**src/rtl/stage_sequencer_if.sv**
```systemverilog
// Handshake and status bundle between the Pillar stage sequencer and its surroundings.
// The master side drives the control/ready inputs; the sequencer connects as the slave.
interface stage_sequencer_if #(
  parameter int unsigned CNT_W = 32
);
  logic             start_i;
  logic             halt_i;
  logic             stall_i;
  logic [31:0]      ir_i;
  logic             imem_ready_i;
  logic             dmem_ready_i;
  logic             imem_req_o;
  logic             ir_load_o;
  logic             dmem_req_o;
  logic             dmem_we_o;
  logic [2:0]       stage_o;
  logic             wd_q_readin_o;
  logic             busy_o;
  logic             fault_o;
  logic [CNT_W-1:0] retired_o;

  modport master (
    output start_i, halt_i, stall_i, ir_i, imem_ready_i, dmem_ready_i,
    input  imem_req_o, ir_load_o, dmem_req_o, dmem_we_o, stage_o,
           wd_q_readin_o, busy_o, fault_o, retired_o
  );

  modport slave (
    input  start_i, halt_i, stall_i, ir_i, imem_ready_i, dmem_ready_i,
    output imem_req_o, ir_load_o, dmem_req_o, dmem_we_o, stage_o,
           wd_q_readin_o, busy_o, fault_o, retired_o
  );
endinterface

```
**src/rtl/stage_sequencer.sv**
```systemverilog
// Multi-cycle stage sequencer for the Pillar core: FETCH, DECODE, EXECUTE, optional MEMORY,
// WRITEBACK, with memory handshakes, stall/halt, a sticky bus-timeout fault and a retire count.
module stage_sequencer #(
  parameter int unsigned MEM_TIMEOUT = 255,
  parameter int unsigned CNT_W       = 32
) (
  input  logic               clk,
  input  logic               reset,
  stage_sequencer_if.slave   bus
);

  typedef enum logic [2:0] {
    S_IDLE      = 3'd0,
    S_FETCH     = 3'd1,
    S_DECODE    = 3'd2,
    S_EXECUTE   = 3'd3,
    S_MEMORY    = 3'd4,
    S_WRITEBACK = 3'd5,
    S_FAULT     = 3'd7
  } state_t;

  localparam int unsigned      WAIT_W     = (MEM_TIMEOUT > 1) ? $clog2(MEM_TIMEOUT) : 1;
  localparam logic [WAIT_W-1:0] WAIT_LAST = WAIT_W'(MEM_TIMEOUT - 1);
  localparam bit               TIMEOUT_EN = (MEM_TIMEOUT != 0);

  localparam logic [6:0] OP_LOAD  = 7'b0000011;
  localparam logic [6:0] OP_STORE = 7'b0100011;

  state_t            state_q;
  logic [WAIT_W-1:0] wait_q;
  logic [CNT_W-1:0]  retired_q;
  logic              store_q;

  logic [6:0] opcode;
  logic       op_is_load;
  logic       op_is_store;
  logic       wait_expired;

  always_comb begin
    opcode       = bus.ir_i[6:0];
    op_is_load   = (opcode == OP_LOAD);
    op_is_store  = (opcode == OP_STORE);
    wait_expired = TIMEOUT_EN && (wait_q == WAIT_LAST);
  end

  always_ff @(posedge clk or negedge reset) begin
    if (!reset) begin
      state_q   <= S_IDLE;
      wait_q    <= '0;
      retired_q <= '0;
      store_q   <= 1'b0;
    end else begin
      case (state_q)
        S_IDLE: begin
          if (bus.start_i) begin
            state_q <= S_FETCH;
            wait_q  <= '0;
          end
        end
        // Ready in the last permitted wait cycle takes priority over the timeout.
        S_FETCH: begin
          if (bus.imem_ready_i) begin
            state_q <= S_DECODE;
          end else if (wait_expired) begin
            state_q <= S_FAULT;
          end else begin
            wait_q <= wait_q + 1'b1;
          end
        end
        S_DECODE: begin
          if (!bus.stall_i) state_q <= S_EXECUTE;
        end
        S_EXECUTE: begin
          if (!bus.stall_i) begin
            if (op_is_load || op_is_store) begin
              state_q <= S_MEMORY;
              wait_q  <= '0;
              store_q <= op_is_store;
            end else begin
              state_q <= S_WRITEBACK;
            end
          end
        end
        S_MEMORY: begin
          if (bus.dmem_ready_i) begin
            state_q <= S_WRITEBACK;
          end else if (wait_expired) begin
            state_q <= S_FAULT;
          end else begin
            wait_q <= wait_q + 1'b1;
          end
        end
        S_WRITEBACK: begin
          if (!bus.stall_i) begin
            retired_q <= retired_q + 1'b1;
            if (bus.halt_i) begin
              state_q <= S_IDLE;
            end else begin
              state_q <= S_FETCH;
              wait_q  <= '0;
            end
          end
        end
        S_FAULT: state_q <= S_FAULT;
        default: state_q <= S_IDLE;
      endcase
    end
  end

  always_comb begin
    bus.stage_o       = state_q;
    bus.imem_req_o    = (state_q == S_FETCH);
    bus.ir_load_o     = (state_q == S_FETCH) && bus.imem_ready_i;
    bus.dmem_req_o    = (state_q == S_MEMORY);
    bus.dmem_we_o     = (state_q == S_MEMORY) && store_q;
    bus.wd_q_readin_o = (state_q == S_WRITEBACK) && !bus.stall_i;
    bus.busy_o        = (state_q == S_FETCH) || (state_q == S_DECODE) ||
                        (state_q == S_EXECUTE) || (state_q == S_MEMORY) ||
                        (state_q == S_WRITEBACK);
    bus.fault_o       = (state_q == S_FAULT);
    bus.retired_o     = retired_q;
  end

endmodule

```
**src/flat_wrapper.sv**
```systemverilog
// flat-port wrapper written by rule: the top's interface ports become plain ports
module stage_sequencer_flat 
#(
  parameter int unsigned MEM_TIMEOUT = 255,
  parameter int unsigned CNT_W       = 32
)
  (clk, reset, bus_start_i, bus_halt_i, bus_stall_i, bus_ir_i, bus_imem_ready_i, bus_dmem_ready_i, bus_imem_req_o, bus_ir_load_o, bus_dmem_req_o, bus_dmem_we_o, bus_stage_o, bus_wd_q_readin_o, bus_busy_o, bus_fault_o, bus_retired_o);
  stage_sequencer_if #(.CNT_W(CNT_W)) bus_i ();
  input  logic clk;
  input  logic reset;
  input wire logic [$bits(bus_i.start_i)-1:0] bus_start_i;
  input wire logic [$bits(bus_i.halt_i)-1:0] bus_halt_i;
  input wire logic [$bits(bus_i.stall_i)-1:0] bus_stall_i;
  input wire logic [$bits(bus_i.ir_i)-1:0] bus_ir_i;
  input wire logic [$bits(bus_i.imem_ready_i)-1:0] bus_imem_ready_i;
  input wire logic [$bits(bus_i.dmem_ready_i)-1:0] bus_dmem_ready_i;
  output wire logic [$bits(bus_i.imem_req_o)-1:0] bus_imem_req_o;
  output wire logic [$bits(bus_i.ir_load_o)-1:0] bus_ir_load_o;
  output wire logic [$bits(bus_i.dmem_req_o)-1:0] bus_dmem_req_o;
  output wire logic [$bits(bus_i.dmem_we_o)-1:0] bus_dmem_we_o;
  output wire logic [$bits(bus_i.stage_o)-1:0] bus_stage_o;
  output wire logic [$bits(bus_i.wd_q_readin_o)-1:0] bus_wd_q_readin_o;
  output wire logic [$bits(bus_i.busy_o)-1:0] bus_busy_o;
  output wire logic [$bits(bus_i.fault_o)-1:0] bus_fault_o;
  output wire logic [$bits(bus_i.retired_o)-1:0] bus_retired_o;
  assign bus_i.start_i = bus_start_i;
  assign bus_i.halt_i = bus_halt_i;
  assign bus_i.stall_i = bus_stall_i;
  assign bus_i.ir_i = bus_ir_i;
  assign bus_i.imem_ready_i = bus_imem_ready_i;
  assign bus_i.dmem_ready_i = bus_dmem_ready_i;
  assign bus_imem_req_o = bus_i.imem_req_o;
  assign bus_ir_load_o = bus_i.ir_load_o;
  assign bus_dmem_req_o = bus_i.dmem_req_o;
  assign bus_dmem_we_o = bus_i.dmem_we_o;
  assign bus_stage_o = bus_i.stage_o;
  assign bus_wd_q_readin_o = bus_i.wd_q_readin_o;
  assign bus_busy_o = bus_i.busy_o;
  assign bus_fault_o = bus_i.fault_o;
  assign bus_retired_o = bus_i.retired_o;
  stage_sequencer #(.MEM_TIMEOUT(MEM_TIMEOUT), .CNT_W(CNT_W)) u_core (.clk(clk), .reset(reset), .bus(bus_i));
endmodule
```
**config.mk**
```make
export PLATFORM = sky130hd
export DESIGN_NAME = stage_sequencer_flat
export DESIGN_NICKNAME = d
export VERILOG_FILES = /design/src/rtl/stage_sequencer_if.sv /design/src/rtl/stage_sequencer.sv /design/src/flat_wrapper.sv
export SDC_FILE = /design/constraint.sdc
export NUM_CORES = 1
export LEC_CHECK = 0
export BUFFER_PORTS_ARGS = -buffer_cell sky130_fd_sc_hd__buf_2
export CAP_MARGIN = 5
export CORE_MARGIN = 2
export CORE_UTILIZATION = 45
export DETAILED_ROUTE_END_ITERATION = 8
export PLACE_DENSITY = 0.78
export SETUP_SLACK_MARGIN = 0.3
export SLEW_MARGIN = 20
export SYNTH_ARGS = -nofsm -noshare
export SYNTH_HDL_FRONTEND = slang
export SYNTH_SLANG_ARGS = --single-unit
```
**constraint.sdc**
```tcl
create_clock -name clk -period 4.8 [get_ports clk]
set_clock_uncertainty 0.15 [all_clocks]
set_input_delay 0.24 -clock clk [delete_from_list [all_inputs] [get_ports clk]]
set_output_delay 0.24 -clock clk [all_outputs]
set_load 0.01 [all_outputs]
```
; Word-level counts from Yosys, hierarchy flattened
; Index checks and enable logic that the tools add are counted.
[totals]
output_inout_bits = 42
regBits = 44
in_bits = 39
[op_classes]
n_reduce_logical = 15
add_sub_neg = 2
n_eq_ne = 17
mux = 19
n_bitwise = 1
[ops]
columns = cell, n
row1 = $mux 8, 8
row2 = $pmux 8 s5, 1
row3 = $add 32x1->32 const B, 1
row4 = $mux 3, 7
row5 = $pmux 3 s7, 1
row6 = $ne 2x2->1 const B, 7
row7 = $eq 3x3->1 const B, 3
row8 = $add 8x1->8 const B, 1
row9 = $eq 8x8->1 const B, 1
row10 = $reduce_and 8->1, 1
row11 = $eq 7x2->1 const B, 1
row12 = $eq 7x6->1 const B, 1
row13 = $eq 3x2->1 const B, 2
row14 = $logic_or 1x1->1, 5
row15 = $reduce_bool 5->1, 1
row16 = $reduce_and 4->1, 1
row17 = $eq 3x1->1 const B, 1
row18 = $logic_and 1x1->1, 3
row19 = $logic_not 3->1, 1
row20 = $reduce_and 3->1, 1
row21 = $mux 1, 2
row22 = $ne 2x1->1 const B, 1
row23 = $reduce_and 2->1, 1
row24 = $logic_not 1->1, 1
row25 = $not 1->1, 1

; Logic depth before layout (Yosys ltp)
; Gate-level depths: netlist of run 1.
[logic_depth]
ltp_word = 5
depth_mapped = 7

; Least setup slack after synthesis of run 1
; Ideal clock, no wire load.
[synth_path]
kind = reg-to-reg
start = register u_core.state_q[0] (netlist: u_core.bus.stage_o[0])
end = register u_core.wait_q[3]
stages_incl_launch_ff = 7
path_buffers = 1
path_slack_ps = 2824
arrival_ps = 1731
period_less_slack_ps = 1976
cell_sequence = dfrtp_1 > mux2_4 > mux2i_4 > o32ai_4 > or3_1 > buf_2 > o31ai_1
[synth_via]
elab_chain_cells = 3
[synth_rtl]
columns = item, line
row1 = "start, declared", stage_sequencer.sv:29  ; state_t state_q;
row2 = "start signal, assigned", stage_sequencer.sv:48  ; state_q <= S_IDLE;
row3 = "start signal, assigned", stage_sequencer.sv:56  ; state_q <= S_FETCH;
row4 = "start signal, assigned", stage_sequencer.sv:63  ; state_q <= S_DECODE;
row5 = "$eq 3x1->1, or another cell as far along", stage_sequencer.sv:53  ; case (state_q)
row6 = "$reduce_bool 5->1 (no source line), or another cell as far along", -
row7 = $reduce_and 8->1 (no source line), -
row8 = "end signal, assigned", stage_sequencer.sv:67  ; wait_q <= wait_q + 1'b1;
row9 = "end signal, assigned", stage_sequencer.sv:90  ; wait_q <= wait_q + 1'b1;
row10 = "end, declared", stage_sequencer.sv:30  ; logic [WAIT_W-1:0] wait_q;
; Several ways; a longest one is shown, not always the timed one.
; A chain may end at the register's enable or synchronous reset.

; Final worst setup path of run 1
; Same ends and word-level chain as after synthesis.

==> tab_implementation.tex, run 1 <==
\begin{tabular}{lr}
\hline
Metric & Value \\
\hline
\multicolumn{2}{l}{\textbf{Detailed routing}} \\
Total wire length & 5.15 mm \\
Antenna-violating nets left & 0 \\
Routed wire length per instance & 14.1 um \\
Violation count after the first detailed-routing iteration & 108 \\
Drc violations & 0 \\
Length of the first detailed-routing pass in iterations & 4 \\
Per-cell via count in the routed design & 5.50 \\
Vias & 2001 \\
\multicolumn{2}{l}{\textbf{Synthesis}} \\
Proportion of register bits with asynchronous set or reset after synthesis & 1.00 \\
Top FF cell, synth & dfrtp\_1 \\
Number of library cell types mapped by synthesis & 56 \\
Flip-flop and latch count after synthesis & 44 \\
Dominant combinational cell family by area after synthesis & simple AND/OR/NAND/NOR gates \\
Post-synth net total & 283 \\
Cells after synthesis & 241 \\
Number of enable flip-flop cells after synthesis & 0 \\
Post-synthesis simple-gate area fraction & 0.261 \\
Netlist area before placement & 2470 um2 \\
Mean Syn Cell Area & 10.3 um2 \\
Yosys warns & 0 \\
Fraction of the mapped netlist area in compound gates & 0.108 \\
Sequential fraction of the synthesis area & 0.445 \\
XOR/XNOR Fraction of Synth Area & 0.113 \\
Adder and majority gate portion of the synthesized area & 0.0152 \\
Proportion of synthesized area in mux cells & 0.0283 \\
\multicolumn{2}{l}{\textbf{Clocking}} \\
Cells resized by post-CTS repair & 0 \\
TritonCTS clock tree & yes \\
Number of buffers created by CTS & 5 \\
Post CTS Setup Buffer Count & 0 \\
H-tree depth reported by CTS & 2 \\
CTS sink cnt & 44 \\
Max Buffers Root-to-Sink & 2 \\
Root cell of the clock tree & clkbuf\_8 \\
Clock transition at the registers of the reported paths & 90 ps \\
Clock insertion delay at the later pin of the skew report & 300 ps \\
\multicolumn{2}{l}{\textbf{Setup path}} \\
RR Startpoint & u\_core.bus.stage\_o[0]\$\_DFFE\_PN0P\_ \\
Delay of the slowest cell on the worst path & 760 ps \\
Critical path fanouts, max & 23 \\
Reg-to-reg setup timing slack & 2260 ps \\
Classification of the worst setup path & reg2reg \\
Required time of the critical path & 4840 ps \\
Critical path data arrival time & 2580 ps \\
Crit path cell chain & mux2\_4 > mux2i\_4 > o32ai\_4 > or3\_1 > o31ai\_1 \\
Capture point of the worst reg-to-reg path & u\_core.wait\_q[3]\$\_DFFE\_PN0P\_ \\
Startpoint class of the critical path & flop \\
Worst reg-to-reg path cell count & 5 \\
Worst Setup End Kind & flop \\
Slowest CP cell & dfrtp\_1 \\
Gate family responsible for the most delay along the worst path & flip-flops \\
Number of buffers and inverters on the critical path & 0 \\
\multicolumn{2}{l}{\textbf{Worst hold path}} \\
Worst hold path class & in2reg \\
Terminating pin of the worst hold path & u\_core.store\_q\$\_DFFE\_PN0P\_ \\
Start point of the worst hold path & bus\_ir\_i[5] \\
Worst hold stages & 2 \\
\multicolumn{2}{l}{\textbf{Timing}} \\
Max frequency & 394 MHz \\
Number of setup violations in the final report & 0 \\
RSZ-0062 raised after global routing & no \\
Final hold violation count & 0 \\
Worst hold slack & 42.6 ps \\
Min Clock Period, post-route & 2540 ps \\
Period utilisation layout & 0.528 \\
Transition at the pin with the smallest max-transition slack & 948 ps \\
Relative slew slack & 0.368 \\
TNS Setup & 0 ps \\
Count of pins over their slew limit & 0 \\
\multicolumn{2}{l}{\textbf{Floorplanning}} \\
Area enclosed by the die boundary & 6100 um2 \\
Vertical extent of the die & 78.1 um \\
Number of primary I/O pins & 81 \\
Die boundary width & 78.1 um \\
Number of rows created at floorplan & 26 \\
Core ar. & 5200 um2 \\
Initial core utilization & 0.475 \\
\multicolumn{2}{l}{\textbf{Place}} \\
Instance area at placement & 2780 um2 \\
Number of buffer cells added on primary ports & 55 \\
Post-DP HPWL & 3.69 mm \\
Gpl congestion & 0.810 \\
\multicolumn{2}{l}{\textbf{Run status}} \\
Result of the run & completed \\
\multicolumn{2}{l}{\textbf{Global routing}} \\
Number of global-route vias before repair & 1866 \\
Overall fraction of global-route tracks in use & 0.178 \\
Met1 GRT Util & 0.245 \\
Initial antenna violation count & 0 \\
Remaining Overflow, GRT & 0 \\
Met3 track utilization from global routing & 0.0368 \\
Wire length of the first global-routing pass & 8.80 mm \\
Met2 usage in global routing & 0.278 \\
Global route hottest layer & met2 \\
Largest net degree at the start of global routing & 45 \\
\multicolumn{2}{l}{\textbf{Flow run}} \\
Max-capacitance violation count & 0 \\
\multicolumn{2}{l}{\textbf{Layout}} \\
Filler cell count & 469 \\
Fraction of layout instances using a drive strength above 1 & 0.265 \\
Net count of the finished layout & 335 \\
Number of diodes added for antenna fixing & 0 \\
Layout Area Growth over Synthesis & 16.5\% \\
Post-Layout Inst Area & 2880 um2 \\
Core occupancy in the finished layout & 0.554 \\
\multicolumn{2}{l}{\textbf{Pwr}} \\
Leak Pwr & 0.00144 uW \\
Largest voltage drop on the vdd net & 187 uV \\
Power per cell area & 395 nW/um2 \\
\hline
\end{tabular}
==> cells in the mapped netlist (2+ instances only) <==
cell type | instances | share of area
nand4_1 | 9 | 0.023
xnor2_1 | 16 | 0.057
buf_2 | 6 | 0.012
and2_1 | 3 | 0.0076
dfrtp_1 | 44 | 0.45
nand3_1 | 16 | 0.032
a21oi_1 | 4 | 0.0081
and4_1 | 7 | 0.025
inv_1 | 4 | 0.0061
o21ai_1 | 2 | 0.0040
a211oi_1 | 2 | 0.0061
nor3_1 | 4 | 0.0081
o311ai_0 | 2 | 0.0071
ha_1 | 3 | 0.015
xor2_1 | 16 | 0.057
clkbuf_1 | 2 | 0.0030
nor2_1 | 17 | 0.026
o41ai_1 | 5 | 0.018
nor3_2 | 4 | 0.016
o21ai_0 | 4 | 0.0081
nor4_2 | 2 | 0.010
nand2b_1 | 5 | 0.013
o31ai_1 | 4 | 0.012
and3_1 | 11 | 0.028
nor2b_1 | 5 | 0.013
nand2_1 | 13 | 0.020
nor4_1 | 2 | 0.0051
==> how the worst max path moves through the flow <==
| stage | from | endpoint | slack [ps] | depth (start not counted) |
|---|---|---|---|---|
| 3_5_place_dp | u_core.bus.stage_o[0]$_DFFE_PN0P_ | u_core.wait_q[3]$_DFFE_PN0P_ | 2280 | 5 |
| 2_1_floorplan | u_core.bus.stage_o[0]$_DFFE_PN0P_ | u_core.wait_q[3]$_DFFE_PN0P_ | 2820 | 6 |
| 4_1_cts | u_core.bus.stage_o[0]$_DFFE_PN0P_ | u_core.wait_q[3]$_DFFE_PN0P_ | 2260 | 5 |
| 6_report | u_core.bus.stage_o[0]$_DFFE_PN0P_ | u_core.wait_q[3]$_DFFE_PN0P_ | 2260 | 5 |
| 3_3_place_gp | u_core.bus.stage_o[2]$_DFFE_PN0P_ | u_core.bus.retired_o[31]$_DFFE_PN0P_ | 2320 | 5 |
| 5_1_grt | u_core.bus.stage_o[0]$_DFFE_PN0P_ | u_core.wait_q[3]$_DFFE_PN0P_ | 2100 | 5 |
==> cell families after synthesis <==
family	Yosys count
simple gates	108
flops	44
compound gates	34
xor+xnor	32
buf+inv	15
mux	5
fa+ha+maj	3
==> what timing repair did <==
item / in CTS / in global routing
endpoints found under the setup margin: 0 / 0
hold buffers: 1 / 0
hold endpoints to repair: 44 / 0
==> per-layer routing <==
metal / share of wire / wire length (um)
met1: 0.47 / 2440
met2: 0.46 / 2350
met3: 0.052 / 268
met4: 0.016 / 82
met5: 0 / 0
==> through the flow <==
step,worst slack [ps],instances,power [uW]
after detailed placement,2280,355,907
final,2260,364,1140
after floorplan,2820,241,801
after global routing,2100,364,1210
after global placement,2320,355,894
after CTS,2260,364,1150
==> placed cells by master, fill, tap and decap left out, types with 5 or more instances in the layout <==
cell type,n
and3_1,11
and4_1,7
buf_2,55
clkbuf_8,6
dfrtp_1,44
nand2_1,13
nand2b_1,5
nand3_1,16
nand4_1,9
nor2_1,17
nor2b_1,5
o41ai_1,5
xnor2_1,16
xor2_1,16
==> power by group <==
| group | switching [uW] | total [uW] | internal, uW |
|---|---|---|---|
| Clock | 123 | 238 | 115 |
| Sequential | 108 | 513 | 406 |
| Combinational | 210 | 387 | 177 |
| Total | 440 | 1140 | 697 |
==> flip-flops by register name, indices dropped and copies added, names as in the netlist <==
signal / flops
u_core.bus.retired_o: 32
u_core.wait_q: 8
u_core.bus.stage_o: 3
u_core.store_q: 1
==> cell type report <==
| class | instances | area (um2) | area share |
|---|---|---|---|
| multi-input combinational | 182 | 1300 | 0.451 |
| tap | 70 | 87.6 | 0.0304 |
| timing repair buffer | 56 | 285 | 0.0990 |
| clock buffer | 6 | 82.6 | 0.0287 |
| clock inverter | 2 | 10.0 | 0.00347 |
| sequential | 44 | 1100 | 0.382 |
| inverter | 4 | 15.0 | 0.00521 |
Power figures use the tool's default switching activity.
==> run 2, diff against run 1 <==
--- a/config.mk
+++ b/config.mk
@@ -5,12 +5,13 @@
 export SDC_FILE = /design/constraint.sdc
 export NUM_CORES = 1
 export LEC_CHECK = 0
+export ABC_AREA = 1
 export BUFFER_PORTS_ARGS = -buffer_cell sky130_fd_sc_hd__buf_2
 export CAP_MARGIN = 5
 export CORE_MARGIN = 2
 export CORE_UTILIZATION = 45
 export DETAILED_ROUTE_END_ITERATION = 8
-export PLACE_DENSITY = 0.78
+export PLACE_DENSITY = 0.79
 export SETUP_SLACK_MARGIN = 0.3
 export SLEW_MARGIN = 20
 export SYNTH_ARGS = -nofsm -noshare
==> constraint.sdc (replaced) <==
create_clock -name clk -period 2.2 [get_ports clk]
set_clock_uncertainty 0.15 [all_clocks]
set_input_delay 0.11 -clock clk [delete_from_list [all_inputs] [get_ports clk]]
set_output_delay 0.11 -clock clk [all_outputs]
set_load 0.01 [all_outputs]
==> tab_implementation.tex, run 2 <==
\begin{tabular}{lr}
\hline
Metric & Value \\
\hline
\multicolumn{2}{l}{\textbf{Synthesis}} \\
Synth top cells by count & nand2\_1 (170), nor2\_1 (71), inv\_1 (53) (was dfrtp\_1 (44), nor2\_1 (17), nand3\_1 (16), xnor2\_1 (16), xor2\_1 (16)) \\
Cells after synthesis & 439 (was 241) \\
Post-synth net total & 481 (was 283) \\
Yosys warns & 0 (unchanged) \\
Fraction of the mapped netlist area in compound gates & 0.0181 (was 0.108) \\
Top cell type's share of synthesized area & 0.380 (was 0.445) \\
Dominant combinational cell family by area after synthesis & simple AND/OR/NAND/NOR gates (unchanged) \\
Number of enable flip-flop cells after synthesis & 0 (unchanged) \\
Proportion of register bits with asynchronous set or reset after synthesis & 1.00 (unchanged) \\
Leading post-synthesis cells by cell area & dfrtp\_1 (38\%), nand2\_1 (22\%), nor2\_1 (9.2\%) (was dfrtp\_1 (45\%), xnor2\_1 (5.7\%), xor2\_1 (5.7\%)) \\
Top FF cell, synth & dfrtp\_1 (unchanged) \\
Post-synthesis simple-gate area fraction & 0.445 (was 0.261) \\
Sequential fraction of the synthesis area & 0.380 (was 0.445) \\
Adder and majority gate portion of the synthesized area & 0.0129 (was 0.0152) \\
Flip-flop and latch count after synthesis & 44 (unchanged) \\
Proportion of synthesized area in mux cells & 0 (was 0.0283) \\
Most instantiated library cell after synthesis & nand2\_1 (was dfrtp\_1) \\
Netlist area before placement & 2900 um2 (was 2470 um2) \\
Library cell occupying the most area in the post-synthesis netlist & dfrtp\_1 (unchanged) \\
Number of library cell types mapped by synthesis & 25 (was 56) \\
Mean Syn Cell Area & 6.61 um2 (was 10.3 um2) \\
XOR/XNOR Fraction of Synth Area & 0.0600 (was 0.113) \\
\multicolumn{2}{l}{\textbf{Setup path}} \\
Startpoint class of the critical path & flop (unchanged) \\
Worst Setup End Kind & flop (unchanged) \\
Critical path data arrival time & 1930 ps (was 2580 ps) \\
Worst reg-to-reg path cell count & 6 (was 5) \\
RR Startpoint & u\_core.bus.stage\_o[1]\$\_DFFE\_PN0P\_ (was u\_core.bus.stage\_o[0]\$\_DFFE\_PN0P\_) \\
Critical Path End & u\_core.bus.retired\_o[17]\$\_DFFE\_PN0P\_ (was u\_core.wait\_q[3]\$\_DFFE\_PN0P\_) \\
Capture point of the worst reg-to-reg path & u\_core.bus.retired\_o[17]\$\_DFFE\_PN0P\_ (was u\_core.wait\_q[3]\$\_DFFE\_PN0P\_) \\
Crit path launch & u\_core.bus.stage\_o[1]\$\_DFFE\_PN0P\_ (was u\_core.bus.stage\_o[0]\$\_DFFE\_PN0P\_) \\
Critical path fanouts, max & 15 (was 23) \\
Reg-to-reg setup timing slack & 360 ps (was 2260 ps) \\
Classification of the worst setup path & reg2reg (unchanged) \\
Required time of the critical path & 2300 ps (was 4840 ps) \\
\multicolumn{2}{l}{\textbf{Layout}} \\
Footprint of the multi-input gates & 1590 um2 (was 1300 um2) \\
Number of flip-flops in the largest register & 32 (unchanged) \\
Most common cell after layout, fill and taps aside & nand2\_1 (was buf\_2) \\
Highest-count cells in the layout ignoring fill and taps & nand2\_1 (169), nor2\_1 (69), buf\_2 (55) (was buf\_2 (55), dfrtp\_1 (44), nor2\_1 (17)) \\
Number of diodes added for antenna fixing & 0 (unchanged) \\
Layout Area Growth over Synthesis & 17.9\% (was 16.5\%) \\
Storage cell area & 1100 um2 (about the same) \\
Core occupancy in the finished layout & 0.545 (was 0.554) \\
Filler cell count & 617 (was 469) \\
Net count of the finished layout & 548 (was 335) \\
Fraction of layout instances using a drive strength above 1 & 0.168 (was 0.265) \\
\multicolumn{2}{l}{\textbf{Global routing}} \\
Overall fraction of global-route tracks in use & 0.203 (was 0.178) \\
Wire length of the first global-routing pass & 12.0 mm (was 8.80 mm) \\
Global route hottest layer & met2 (unchanged) \\
Largest net degree at the start of global routing & 24 (was 45) \\
Remaining Overflow, GRT & 0 (unchanged) \\
Met2 usage in global routing & 0.352 (was 0.278) \\
Met1 GRT Util & 0.250 (was 0.245) \\
Met3 track utilization from global routing & 0.0393 (was 0.0368) \\
Initial antenna violation count & 0 (unchanged) \\
Number of global-route vias before repair & 2762 (was 1866) \\
\multicolumn{2}{l}{\textbf{Detailed routing}} \\
Antenna-violating nets left & 0 (unchanged) \\
Drc violations & 0 (unchanged) \\
Vias & 2891 (was 2001) \\
Total wire length & 7.14 mm (was 5.15 mm) \\
Length of the first detailed-routing pass in iterations & 5 (was 4) \\
Violation count after the first detailed-routing iteration & 179 (was 108) \\
Per-cell via count in the routed design & 4.96 (was 5.50) \\
Routed wire length per instance & 12.2 um (was 14.1 um) \\
\multicolumn{2}{l}{\textbf{Clocking}} \\
Root cell of the clock tree & clkbuf\_8 (unchanged) \\
CTS sink cnt & 44 (unchanged) \\
H-tree depth reported by CTS & 2 (unchanged) \\
Max Buffers Root-to-Sink & 2 (unchanged) \\
Clock transition at the registers of the reported paths & 90 ps (about the same) \\
Number of buffers created by CTS & 5 (unchanged) \\
TritonCTS clock tree & yes (unchanged) \\
Clock insertion delay at the later pin of the skew report & 300 ps (about the same) \\
\multicolumn{2}{l}{\textbf{Pwr}} \\
NetSw & 994 uW (was 440 uW) \\
Internal power of the cells & 1420 uW (was 697 uW) \\
Largest voltage drop on the vdd net & 632 uV (was 187 uV) \\
Share of total power in sequential cells & 0.422 (was 0.451) \\
Switching Share & 0.413 (was 0.387) \\
Leak Pwr & 0.00181 uW (was 0.00144 uW) \\
Power per cell area & 705 nW/um2 (was 395 nW/um2) \\
Fraction of power consumed by combinational cells & 0.375 (was 0.340) \\
Share of total power in the clock network & 0.204 (was 0.209) \\
\multicolumn{2}{l}{\textbf{Timing}} \\
Max frequency & 545 MHz (was 394 MHz) \\
Count of pins over their slew limit & 0 (unchanged) \\
Period utilisation layout & 0.835 (was 0.528) \\
RSZ-0062 raised after global routing & yes (was no) \\
Transition at the pin with the smallest max-transition slack & 533 ps (was 948 ps) \\
Min Clock Period, post-route & 1840 ps (was 2540 ps) \\
Final hold violation count & 0 (unchanged) \\
Worst hold slack & 10.8 ps (was 42.6 ps) \\
Number of setup violations in the final report & 0 (unchanged) \\
Relative slew slack & 0.645 (was 0.368) \\
TNS Setup & 0 ps (unchanged) \\
\multicolumn{2}{l}{\textbf{Floorplanning}} \\
Core ar. & 6280 um2 (was 5200 um2) \\
Number of primary I/O pins & 81 (unchanged) \\
Vertical extent of the die & 84.3 um (was 78.1 um) \\
Die boundary width & 84.3 um (was 78.1 um) \\
Number of rows created at floorplan & 29 (was 26) \\
Initial core utilization & 0.462 (was 0.475) \\
Area enclosed by the die boundary & 7100 um2 (was 6100 um2) \\
\multicolumn{2}{l}{\textbf{Place}} \\
Post-DP HPWL & 5.23 mm (was 3.69 mm) \\
Number of buffer cells added on primary ports & 55 (unchanged) \\
Gpl congestion & 0.862 (was 0.810) \\
\multicolumn{2}{l}{\textbf{Worst hold path}} \\
Start point of the worst hold path & bus\_stall\_i (was bus\_ir\_i[5]) \\
Worst hold path class & in2reg (unchanged) \\
Worst hold stages & 3 (was 2) \\
\multicolumn{2}{l}{\textbf{Flow run}} \\
Max-capacitance violation count & 0 (unchanged) \\
\multicolumn{2}{l}{\textbf{Run status}} \\
Result of the run & completed (unchanged) \\
\hline
\end{tabular}
## run 2: cell count changes in the layout (fill, tap and decap cells not counted), sizes merged, moves of 9 or more
cell,delta
nand2,+158
nand3,+29
inv,+50
nor2,+56
xnor2,-9
and3,-11
## run 2: stage by stage
| step | power, uW | setup slack (ps) | instances | area (um2) |
|---|---|---|---|---|
| 6_report | 2410 | 364 | 583 | 3420 |
| 5_1_grt | 2570 | 253 | 583 | 3420 |
| 4_1_cts | 2360 | 316 | 580 | 3370 |
| 3_5_place_dp | 1860 | 239 | 570 | 3260 |
| 3_3_place_gp | 1830 | 306 | 570 | 3260 |
| 2_1_floorplan | 1630 | 517 | 439 | 2900 |
## run 2: layout make-up
type	count	share of cell area
clock inverter	1	0.00146
multi-input combinational	337	0.464
clock buffer	6	0.0212
timing repair buffer	64	0.102
tap	77	0.0282
inverter	54	0.0593
sequential	44	0.323
## run 2: per-layer routing
metal  wire [um]  vias up
met5           0        -
met4          91        0
met3         381        8
met2        3470       82
met1        3190     1313
li1            -     1488
## run 2: cells by family (layout without fill, tap and decap cells)
group | Yosys count | in the layout
flops | 44 | 44
buf+inv | 59 | 125
fa+ha+maj | 3 | 3
simple gates | 305 | 306
xor+xnor | 19 | 19
compound gates | 9 | 9
## run 2: repair_timing
item                                    CTS  global route
hold buffers                              3             0
setup buffers                             0             2
gates cloned                              0             1
endpoints found under the setup margin   15            21
pin swaps                                 0             1
hold endpoints to repair                 22             0
resized for setup                         3             7
## run 2: worst max-delay path, cell delays in order, from the launching register on
cell	delay [ps]
dfrtp_2	500
nor3_4	310
buf_4	260
nand4_1	190
nor2_1	210
nand3_1	90
nand2_1	70
## run 2: worst min-delay path by stage
stage | endpoint | slack, ps
floorplan | u_core.bus.retired_o[0]$_DFFE_PN0P_ | -340
detailed placement | u_core.bus.retired_o[10]$_DFFE_PN0P_ | -40
finish | u_core.bus.stage_o[1]$_DFFE_PN0P_ | 10
global route | u_core.bus.stage_o[1]$_DFFE_PN0P_ | 40
CTS | u_core.bus.stage_o[1]$_DFFE_PN0P_ | 6
global placement | u_core.bus.retired_o[17]$_DFFE_PN0P_ | -40
## run 2: power by group through the flow
stage                     Combinational [uW]  Sequential, uW  Clock [uW]
after CTS                                834            1020         503
after global placement                   804            1020           0
final                                    903            1020         491
after detailed placement                 826            1030           0
after global routing                    1010            1030         536
after floorplan                          647             980           0
==> run 3, diff against run 2 <==
--- a/config.mk
+++ b/config.mk
@@ -11,7 +11,7 @@
 export CORE_MARGIN = 2
 export CORE_UTILIZATION = 45
 export DETAILED_ROUTE_END_ITERATION = 8
-export PLACE_DENSITY = 0.79
+export PLACE_DENSITY = 0.76
 export SETUP_SLACK_MARGIN = 0.3
 export SLEW_MARGIN = 20
 export SYNTH_ARGS = -nofsm -noshare
==> constraint.sdc (replaced) <==
create_clock -name clk -period 1.7 [get_ports clk]
set_clock_uncertainty 0.15 [all_clocks]
set_input_delay 0.085 -clock clk [delete_from_list [all_inputs] [get_ports clk]]
set_output_delay 0.085 -clock clk [all_outputs]
set_load 0.01 [all_outputs]
==> tab_implementation.tex, run 3 (synthesized netlist as in run 2, its figures left out) <==
\begin{tabular}{lr}
\hline
Metric & Value \\
\hline
\multicolumn{2}{l}{\textbf{Pwr}} \\
Internal power of the cells & 2460 uW (was 1420 uW) \\
Switching Share & 0.418 (was 0.413) \\
Final Power & 4230 uW (was 2410 uW) \\
NetSw & 1770 uW (was 994 uW) \\
Power per cell area & 976 nW/um2 (was 705 nW/um2) \\
Fraction of power consumed by combinational cells & 0.541 (was 0.375) \\
Largest voltage drop on the vdd net & 1040 uV (was 632 uV) \\
Share of total power in the clock network & 0.153 (was 0.204) \\
Share of total power in sequential cells & 0.306 (was 0.422) \\
Leak Pwr & 0.00218 uW (was 0.00181 uW) \\
\multicolumn{2}{l}{\textbf{Clocking}} \\
Clock transition at the registers of the reported paths & 80 ps (was 90 ps) \\
H-tree depth reported by CTS & 2 (unchanged) \\
TritonCTS clock tree & yes (unchanged) \\
Number of buffers created by CTS & 5 (unchanged) \\
Clock insertion delay at the later pin of the skew report & 300 ps (about the same) \\
CTS sink cnt & 44 (unchanged) \\
Root cell of the clock tree & clkbuf\_8 (unchanged) \\
Max Buffers Root-to-Sink & 2 (unchanged) \\
\multicolumn{2}{l}{\textbf{Global routing}} \\
Met3 track utilization from global routing & 0.0442 (was 0.0393) \\
Overall fraction of global-route tracks in use & 0.222 (was 0.203) \\
Remaining Overflow, GRT & 0 (unchanged) \\
Number of global-route vias before repair & 3089 (was 2762) \\
Met2 usage in global routing & 0.409 (was 0.352) \\
Largest net degree at the start of global routing & 45 (was 24) \\
Wire length of the first global-routing pass & 13.1 mm (was 12.0 mm) \\
Global route hottest layer & met2 (unchanged) \\
Initial antenna violation count & 0 (unchanged) \\
Met1 GRT Util & 0.248 (was 0.250) \\
\multicolumn{2}{l}{\textbf{Layout}} \\
Fraction of layout instances using a drive strength above 1 & 0.385 (was 0.168) \\
Number of flip-flops in the largest register & 32 (unchanged) \\
Net count of the finished layout & 590 (was 548) \\
Number of diodes added for antenna fixing & 0 (unchanged) \\
Layout Area Growth over Synthesis & 49.6\% (was 17.9\%) \\
Most common cell after layout, fill and taps aside & nand2\_1 (unchanged) \\
Highest-count cells in the layout ignoring fill and taps & nand2\_1 (145), buf\_2 (50), inv\_1 (45) (was nand2\_1 (169), nor2\_1 (69), buf\_2 (55)) \\
\multicolumn{2}{l}{\textbf{Setup path}} \\
Required time of the critical path & 1790 ps (was 2300 ps) \\
Critical path fanouts, max & 5 (was 15) \\
Crit path launch & u\_core.bus.retired\_o[0]\$\_DFFE\_PN0P\_ (was u\_core.bus.stage\_o[1]\$\_DFFE\_PN0P\_) \\
RR Startpoint & u\_core.bus.retired\_o[0]\$\_DFFE\_PN0P\_ (was u\_core.bus.stage\_o[1]\$\_DFFE\_PN0P\_) \\
Startpoint class of the critical path & flop (unchanged) \\
Worst Setup End Kind & flop (unchanged) \\
Classification of the worst setup path & reg2reg (unchanged) \\
Critical path data arrival time & 1850 ps (was 1930 ps) \\
\multicolumn{2}{l}{\textbf{Detailed routing}} \\
Vias & 3357 (was 2891) \\
Violation count after the first detailed-routing iteration & 247 (was 179) \\
Drc violations & 0 (unchanged) \\
Length of the first detailed-routing pass in iterations & 7 (was 5) \\
Per-cell via count in the routed design & 5.37 (was 4.96) \\
Total wire length & 9.37 mm (was 7.14 mm) \\
Antenna-violating nets left & 0 (unchanged) \\
Routed wire length per instance & 15.0 um (was 12.2 um) \\
\multicolumn{2}{l}{\textbf{Run status}} \\
Result of the run & finished with violations (was completed) \\
Failing checks & negative setup slack \\
\multicolumn{2}{l}{\textbf{Floorplanning}} \\
Core ar. & 6280 um2 (unchanged) \\
Number of primary I/O pins & 81 (unchanged) \\
Number of rows created at floorplan & 29 (unchanged) \\
Area enclosed by the die boundary & 7100 um2 (unchanged) \\
Die boundary width & 84.3 um (unchanged) \\
Initial core utilization & 0.462 (unchanged) \\
Vertical extent of the die & 84.3 um (unchanged) \\
\multicolumn{2}{l}{\textbf{Timing}} \\
Worst Setup Slack, final & -56.2 ps (was 364 ps) \\
RSZ-0062 raised after global routing & yes (unchanged) \\
Period utilisation layout & 1.03 (was 0.835) \\
Worst hold slack & 26.3 ps (was 10.8 ps) \\
Number of setup violations in the final report & 3 (was 0) \\
Relative slew slack & 0.784 (was 0.645) \\
Max frequency & 569 MHz (was 545 MHz) \\
Transition at the pin with the smallest max-transition slack & 323 ps (was 533 ps) \\
Count of pins over their slew limit & 0 (unchanged) \\
Min Clock Period, post-route & 1760 ps (was 1840 ps) \\
Final hold violation count & 0 (unchanged) \\
\multicolumn{2}{l}{\textbf{Worst hold path}} \\
Worst hold path class & in2reg (unchanged) \\
Start point of the worst hold path & bus\_stall\_i (unchanged) \\
\multicolumn{2}{l}{\textbf{Place}} \\
Number of buffer cells added on primary ports & 55 (unchanged) \\
Gpl congestion & 0.900 (was 0.862) \\
Post-DP HPWL & 5.16 mm (was 5.23 mm) \\
\multicolumn{2}{l}{\textbf{Flow run}} \\
Max-capacitance violation count & 0 (unchanged) \\
\hline
\end{tabular}
run 3: repair_timing:
item / CTS / global route
hold buffers: 4 / 0
cloned: 0 / 1
buffers inserted: 23 / 12
endpoints found under the hold margin: 46 / 0
setup endpoints to repair: 48 / 52
pin swaps: 19 / 42
gates resized for setup: 49 / 91
run 3: cell type report:
cell class                 count  area, um2
inverter                      54        208
clock buffer                   6       72.6
clock inverter                 1       5.00
timing repair buffer         106        840
tap                           77       96.3
sequential                    44       1110
fill                         462       1940
multi-input combinational    337       2010
run 3: worst max-delay path, cell delays in order, from the launching register on:
cell     delay [ps]
dfrtp_1         430
buf_6           120
buf_6           100
inv_4            40
nor2_4          200
nand4_1         310
nor2_2          210
nand3_1          80
nand2_1          50
run 3: power by group through the flow:
stage / combinational (uW) / clock, uW / sequential, uW
finish: 2290 / 648 / 1300
detailed placement: 1410 / 0 / 1270
global route: 2440 / 687 / 1310
global placement: 1370 / 0 / 1260
floorplan: 911 / 0 / 1270
CTS: 1700 / 647 / 1260
run 3: worst paths after layout:
path / slack, ps / depth (start not counted) / to
min in group asynchronous: 140 / 3 / u_core.bus.retired_o[12]$_DFFE_PN0P_
hold reg to reg: 370 / 1 / u_core.bus.retired_o[15]$_DFFE_PN0P_
max in group asynchronous: 1030 / 3 / u_core.bus.retired_o[23]$_DFFE_PN0P_
setup reg to reg: -60 / 8 / u_core.bus.retired_o[17]$_DFFE_PN0P_
hold / removal: 30 / 3 / u_core.bus.stage_o[2]$_DFFE_PN0P_
setup / recovery: -60 / 8 / u_core.bus.retired_o[17]$_DFFE_PN0P_
run 3: stage by stage:
step	util	worst slack [ps]	area, um2	cells	setup TNS, ps
6_report	0.691	-56.2	4340	625	-98.4
5_1_grt	0.691	-128	4340	625	-1000
4_1_cts	0.619	37.9	3890	612	0
3_5_place_dp	0.544	-3.31	3420	578	-6.10
2_1_floorplan	-	56.4	2970	439	0
3_3_place_gp	0.544	53.9	3420	578	0
run 3: per-layer routing:
metal,wire length [um],vias up,share of wire
met1,3550,1571,0.38
met3,675,33,0.072
met4,319,0,0.034
met5,0,-,0
li1,-,1573,-
met2,4820,180,0.51
